==> src/rtl/fft_r4_digitrev_serializer.sv <==
// Ping-pong buffered serializer: takes a packed N_POINT-lane complex vector and streams it
// out one sample per beat in natural order (base-4 digit reversal undone).
// Optional build macro FFT_SER_CONJ_EN: negate output imag with saturation (IFFT via conjugation).
module fft_r4_digitrev_serializer #(
  parameter int unsigned DATA_WIDTH = 18,
  parameter int unsigned N_POINT    = 16,
  localparam int unsigned IDX_W     = $clog2(N_POINT)
) (
  input  logic                           sys_clk_i,
  input  logic                           rst_i,
  input  logic                           s_valid_i,
  output logic                           s_ready_o,
  input  logic [DATA_WIDTH*N_POINT-1:0]  s_real_i,
  input  logic [DATA_WIDTH*N_POINT-1:0]  s_imag_i,
  output logic                           m_valid_o,
  input  logic                           m_ready_i,
  output logic [DATA_WIDTH-1:0]          m_real_o,
  output logic [DATA_WIDTH-1:0]          m_imag_o,
  output logic [IDX_W-1:0]               m_index_o,
  output logic                           m_last_o
);

  if (N_POINT < 4 || (N_POINT & (N_POINT - 1)) != 0 || (IDX_W % 2) != 0) begin : g_bad_n_point
    $error("N_POINT must be a power of 4 and >= 4");
  end

  typedef logic [DATA_WIDTH-1:0] word_t;

  localparam logic [IDX_W-1:0] LastIdx = IDX_W'(N_POINT - 1);

  word_t            re_q [2][N_POINT];
  word_t            im_q [2][N_POINT];
  logic [1:0]       full_q, full_d;
  logic             wr_sel_q, rd_sel_q;
  logic [IDX_W-1:0] cnt_q, lane;
  logic             wr_fire, rd_fire, cnt_last;
  word_t            stored_re, stored_im, im_out;

  assign s_ready_o = ~full_q[wr_sel_q];
  assign m_valid_o = full_q[rd_sel_q];
  assign wr_fire   = s_valid_i & s_ready_o;
  assign rd_fire   = m_valid_o & m_ready_i;
  assign cnt_last  = (cnt_q == LastIdx);

  // Base-4 digit reversal: digit d of the lane is digit (IDX_W/2-1-d) of the bin index.
  always_comb begin
    lane = '0;
    for (int d = 0; d < int'(IDX_W / 2); d++) begin
      lane[2*d +: 2] = cnt_q[int'(IDX_W) - 2 - 2*d +: 2];
    end
  end

  always_comb begin
    full_d = full_q;
    if (rd_fire && cnt_last) full_d[rd_sel_q] = 1'b0;
    if (wr_fire)             full_d[wr_sel_q] = 1'b1;
  end

  always_ff @(posedge sys_clk_i) begin
    if (rst_i) begin
      full_q   <= '0;
      wr_sel_q <= 1'b0;
      rd_sel_q <= 1'b0;
      cnt_q    <= '0;
    end else begin
      full_q <= full_d;
      if (wr_fire) wr_sel_q <= ~wr_sel_q;
      if (rd_fire) begin
        if (cnt_last) begin
          rd_sel_q <= ~rd_sel_q;
          cnt_q    <= '0;
        end else begin
          cnt_q <= cnt_q + 1'b1;
        end
      end
    end
  end

  // Bank storage is deliberately not reset; the full flags gate every read.
  always_ff @(posedge sys_clk_i) begin
    if (wr_fire) begin
      for (int j = 0; j < int'(N_POINT); j++) begin
        re_q[wr_sel_q][j] <= s_real_i[j*DATA_WIDTH +: DATA_WIDTH];
        im_q[wr_sel_q][j] <= s_imag_i[j*DATA_WIDTH +: DATA_WIDTH];
      end
    end
  end

  assign stored_re = re_q[rd_sel_q][lane];
  assign stored_im = im_q[rd_sel_q][lane];

`ifdef FFT_SER_CONJ_EN
  localparam word_t MinVal = {1'b1, {(DATA_WIDTH - 1){1'b0}}};
  localparam word_t MaxVal = {1'b0, {(DATA_WIDTH - 1){1'b1}}};
  assign im_out = (stored_im == MinVal) ? MaxVal : word_t'(-stored_im);
`else
  assign im_out = stored_im;
`endif

  assign m_real_o  = m_valid_o ? stored_re : '0;
  assign m_imag_o  = m_valid_o ? im_out : '0;
  assign m_index_o = cnt_q;
  assign m_last_o  = m_valid_o & cnt_last;

endmodule

==> config.mk <==
export PLATFORM = sky130hd
export DESIGN_NAME = fft_r4_digitrev_serializer
export DESIGN_NICKNAME = d
export VERILOG_FILES = /design/src/rtl/fft_r4_digitrev_serializer.sv
export SDC_FILE = /design/constraint.sdc
export NUM_CORES = 1
export LEC_CHECK = 0
export BUFFER_PORTS_ARGS = -buffer_cell sky130_fd_sc_hd__buf_2
export CAP_MARGIN = 25
export CORE_ASPECT_RATIO = 0.8
export CORE_UTILIZATION = 52
export DETAILED_ROUTE_END_ITERATION = 8
export PLACE_DENSITY = 0.76
export SLEW_MARGIN = 20
export SYNTH_ARGS = -nofsm -noshare
export SYNTH_HDL_FRONTEND = slang
export SYNTH_SLANG_ARGS = --single-unit
==> constraint.sdc <==
create_clock -name sys_clk_i -period 12.48 [get_ports sys_clk_i]
set_clock_uncertainty 0.1 [all_clocks]
set_input_delay 1.248 -clock sys_clk_i [delete_from_list [all_inputs] [get_ports sys_clk_i]]
set_output_delay 1.248 -clock sys_clk_i [all_outputs]
set_load 0.05 [all_outputs]
==> impl_results.md <==
* Post-synthesis net count at 2,482
* Area of the mapped netlist at 44,200 um^2
* Post-Place Cells at 3,559
* CP required at 11.13 ns
* First-pass detailed-route iteration total at 6
* Die height at 263 um
* Setup Viol. Count Final at 0
* Synth cell types at 35
* Tmin final at 5.96 ns
* Fraction of final layout cells with drive strength greater than 1 at 40.3%
* Per-instance average area after synthesis at 23.3 um^2
* Static power due to leakage at 17.6 nW
* Die Outline Area at 86,200 um^2
* Post-route ant nets at 0
* Max-Slew Margin vs Limit at 17.2%
* Kind of path behind the tightest hold check: reg -> reg
* # port buffers at 622
* Root Driver: sky130_fd_sc_hd__clkbuf_16
* Cell area power density at 159 nW/um^2
* Count of maximum capacitance violations at 0
* Post-layout net count at 3,138
* Total wire length at 105 mm
* Area growth, synth to finish at 17.4%
* Hold Vio Cnt, Final at 0
* Critical Path End Type: output pin
* Antenna violations before repair at 85
* Largest driver fanout on the critical path at 61
* Unrepaired setup endpoints after global routing: no
* Vias at 22,700
* TNS Setup at 0 ns
* Element type at the critical path start: flop
* Aggregate global-route resource usage at 24.2%
* Congestion Overflow GR at 0
* Seq cells post-synth at 1,161
* Register area share after synthesis at 78.7%
* Core Footprint at 84,000 um^2
* Worst slew pin tran at 1.24 ns
* Post-CTS repair timing setup buffer count at 0
* Utilization of the core after routing at 61.8%
* Highest clock frequency the design can meet at 168 MHz
* Count of H-tree levels built during CTS at 3
* Highest-count cells in the layout ignoring fill and taps: sky130_fd_sc_hd__edfxtp_1, sky130_fd_sc_hd__buf_2, sky130_fd_sc_hd__mux4_2
* Clock latency on the worst-skew pair at 0.67 ns
* R2R Setup Slk at 8.79 ns
* IO Pins at 623
* Violation count after the first detailed-routing iteration at 2,087
* Ys Warns at 0
* End of the worst register-to-register path: im_q[0][260]$_DFFE_PP_
* Clock sinks at 1,161
* Beginning of the worst hold path: wr_sel_q$_SDFFE_PP0P_
* Clock tree from TritonCTS: built
* Category of the most critical setup path: reg -> out
* Share of the cycle needed by the critical path after routing at 47.8%
* Commonest non-fill, non-tap cell in the layout: sky130_fd_sc_hd__edfxtp_1
* Worst Hold Endpoint: wr_sel_q$_SDFFE_PP0P_
* Drt via density at 5.94
* Peak supply drop at 0.000145 V
* Clock slew at the register clock pins of the worst setup and hold paths at 0.06 ns
* Cells on worst reg2reg path at 6
* Count of final max-slew check failures at 0
* Quantity of hold-fixing buffers added after cts at 0
* HPWL after detailed placement at 69.6 mm
* Syn Inst Count at 1,901
* Count of fill cells added during filler insertion at 5,701
* Hold Path Stages at 2
* Final routed wire length divided by cell count at 27.6 um
* DRC violations left at 0
* Worst path arrival time at 4.62 ns
* Launch instance of the worst register-to-register path: full_q[0]$_SDFF_PP0_
* Row count at 95
* Number of buffers created by CTS at 108
* Status: finished clean
* Pin count of the biggest net entering global routing at 201
* Starting utilization of the core area at 52.6%
* Non-filler instance count after layout at 3,812
* Die X at 328 um
* Number of buffers between clock root and the deepest sink at 3
* Final weighted congestion in routability-driven placement at 0.820
* First-pass GRT wire length at 151 mm
* CTS resizes at 0
* Number of global-route vias before repair at 23,600
-- metrics by stage --
stage	area [um^2]	setup WS (ns)	hold slack (ns)	power, W
after global routing	51900	6.37	0.455	0.00850
after detailed placement	48400	7.17	0.415	0.00524
after global placement	48400	7.19	0.382	0.00520
after CTS	51700	6.44	0.424	0.00831
after floorplan	44200	1.92	0.374	0.00506
final	51900	6.52	0.427	0.00826
-- where the power goes --
group,switching (W),internal (W)
Sequential,0.0000566,0.00458
Clock,0.00136,0.00174
Combinational,0.000337,0.000190
Total,0.00175,0.00651
-- how the worst max path moves through the flow --
stage	cells past startpoint	start	to	slack [ns]
after floorplan	2	s_valid_i	im_q[1][0]$_DFFE_PP_	1.92
after global placement	7	m_index_o[2]$_SDFFE_PP0P_	m_imag_o[0]	7.19
after detailed placement	7	m_index_o[2]$_SDFFE_PP0P_	m_imag_o[16]	7.17
after CTS	7	m_index_o[2]$_SDFFE_PP0P_	m_imag_o[16]	6.44
after global routing	6	flop	m_imag_o[13]	6.37
final	7	m_index_o[2]$_SDFFE_PP0P_	m_imag_o[3]	6.52
-- routing by layer --
metal	vias up	wire, um	global-route usage, %
met5	-	492	0
li1	9611	-	-
met2	1029	51200	38.3
met3	232	11800	9.69
met4	82	2680	8.02
met1	11700	39100	30.7
-- cell usage after synthesis --
master                      instances  area share, %
sky130_fd_sc_hd__a211oi_1           1          0.017
sky130_fd_sc_hd__a21oi_1            4          0.045
sky130_fd_sc_hd__a221o_1           36           0.82
sky130_fd_sc_hd__a221oi_1          28           0.55
sky130_fd_sc_hd__a22oi_1           36           0.61
sky130_fd_sc_hd__a31oi_1           36           0.51
sky130_fd_sc_hd__and2_1             1          0.014
sky130_fd_sc_hd__buf_1              6          0.051
sky130_fd_sc_hd__buf_12             4           0.18
sky130_fd_sc_hd__buf_2             25           0.28
sky130_fd_sc_hd__buf_4             21           0.36
sky130_fd_sc_hd__buf_6             11           0.28
sky130_fd_sc_hd__buf_8              2          0.068
sky130_fd_sc_hd__clkbuf_1          42           0.36
sky130_fd_sc_hd__dfxtp_1            9           0.41
sky130_fd_sc_hd__edfxtp_1        1152             78
sky130_fd_sc_hd__ha_1               1          0.028
sky130_fd_sc_hd__inv_1              4          0.034
sky130_fd_sc_hd__inv_2              1         0.0085
sky130_fd_sc_hd__mux2i_1          146            3.3
sky130_fd_sc_hd__mux4_2           252             13
sky130_fd_sc_hd__nand2_1           20           0.17
sky130_fd_sc_hd__nand3_1            4          0.045
sky130_fd_sc_hd__nand3b_1           1          0.017
sky130_fd_sc_hd__nor2_1             9          0.076
sky130_fd_sc_hd__nor2_2             1          0.014
sky130_fd_sc_hd__nor2b_1            3          0.042
sky130_fd_sc_hd__nor3_1             1          0.011
sky130_fd_sc_hd__o2111ai_1          8           0.16
sky130_fd_sc_hd__o21ai_0            5          0.057
sky130_fd_sc_hd__o21ai_1           26           0.29
sky130_fd_sc_hd__or3_1              1          0.014
sky130_fd_sc_hd__or3b_2             1          0.020
sky130_fd_sc_hd__xnor2_1            1          0.020
sky130_fd_sc_hd__xor2_1             2          0.040
-- critical path: stages, from the launching register on --
cell                      delay, ns
sky130_fd_sc_hd__dfxtp_4       0.67
sky130_fd_sc_hd__buf_4         0.70
sky130_fd_sc_hd__buf_4         0.82
sky130_fd_sc_hd__mux4_2        0.35
sky130_fd_sc_hd__mux2i_1       0.07
sky130_fd_sc_hd__a221o_1       0.47
sky130_fd_sc_hd__a31oi_1       0.35
sky130_fd_sc_hd__buf_2         0.34
-- logic make-up after synthesis --
kind of cell | share of synthesized area (%)
multiplexers | 16.1
XOR/XNOR | 0.0594
flip-flops | 78.7
adder cells (fa/ha/maj) | 0.0283
AO/OA/AOI/OAI | 3.06
AND/OR/NAND/NOR | 0.425
buffers and inverters | 1.62
-- state kept, by name, indices dropped and copies added (netlist names), named ones only --
| register | count |
|---|---|
| im_q | 576 |
| re_q | 576 |
| m_index_o | 4 |
| full_q | 2 |
| rd_sel_q | 1 |
| wr_sel_q | 1 |
-- area by class of cell --
class	count	area, um^2	share of cell area, %
repair buffers	657	3490	6.73
well taps	1115	1400	2.69
diodes	52	130	0.251
clock buffers	142	2870	5.53
flip-flops and latches	1161	34800	67.0
multi-input cells	624	8770	16.9
clock inverters	56	448	0.863
inverters	5	31.3	0.0602
Note: power is estimated with default switching activity, not from simulation.
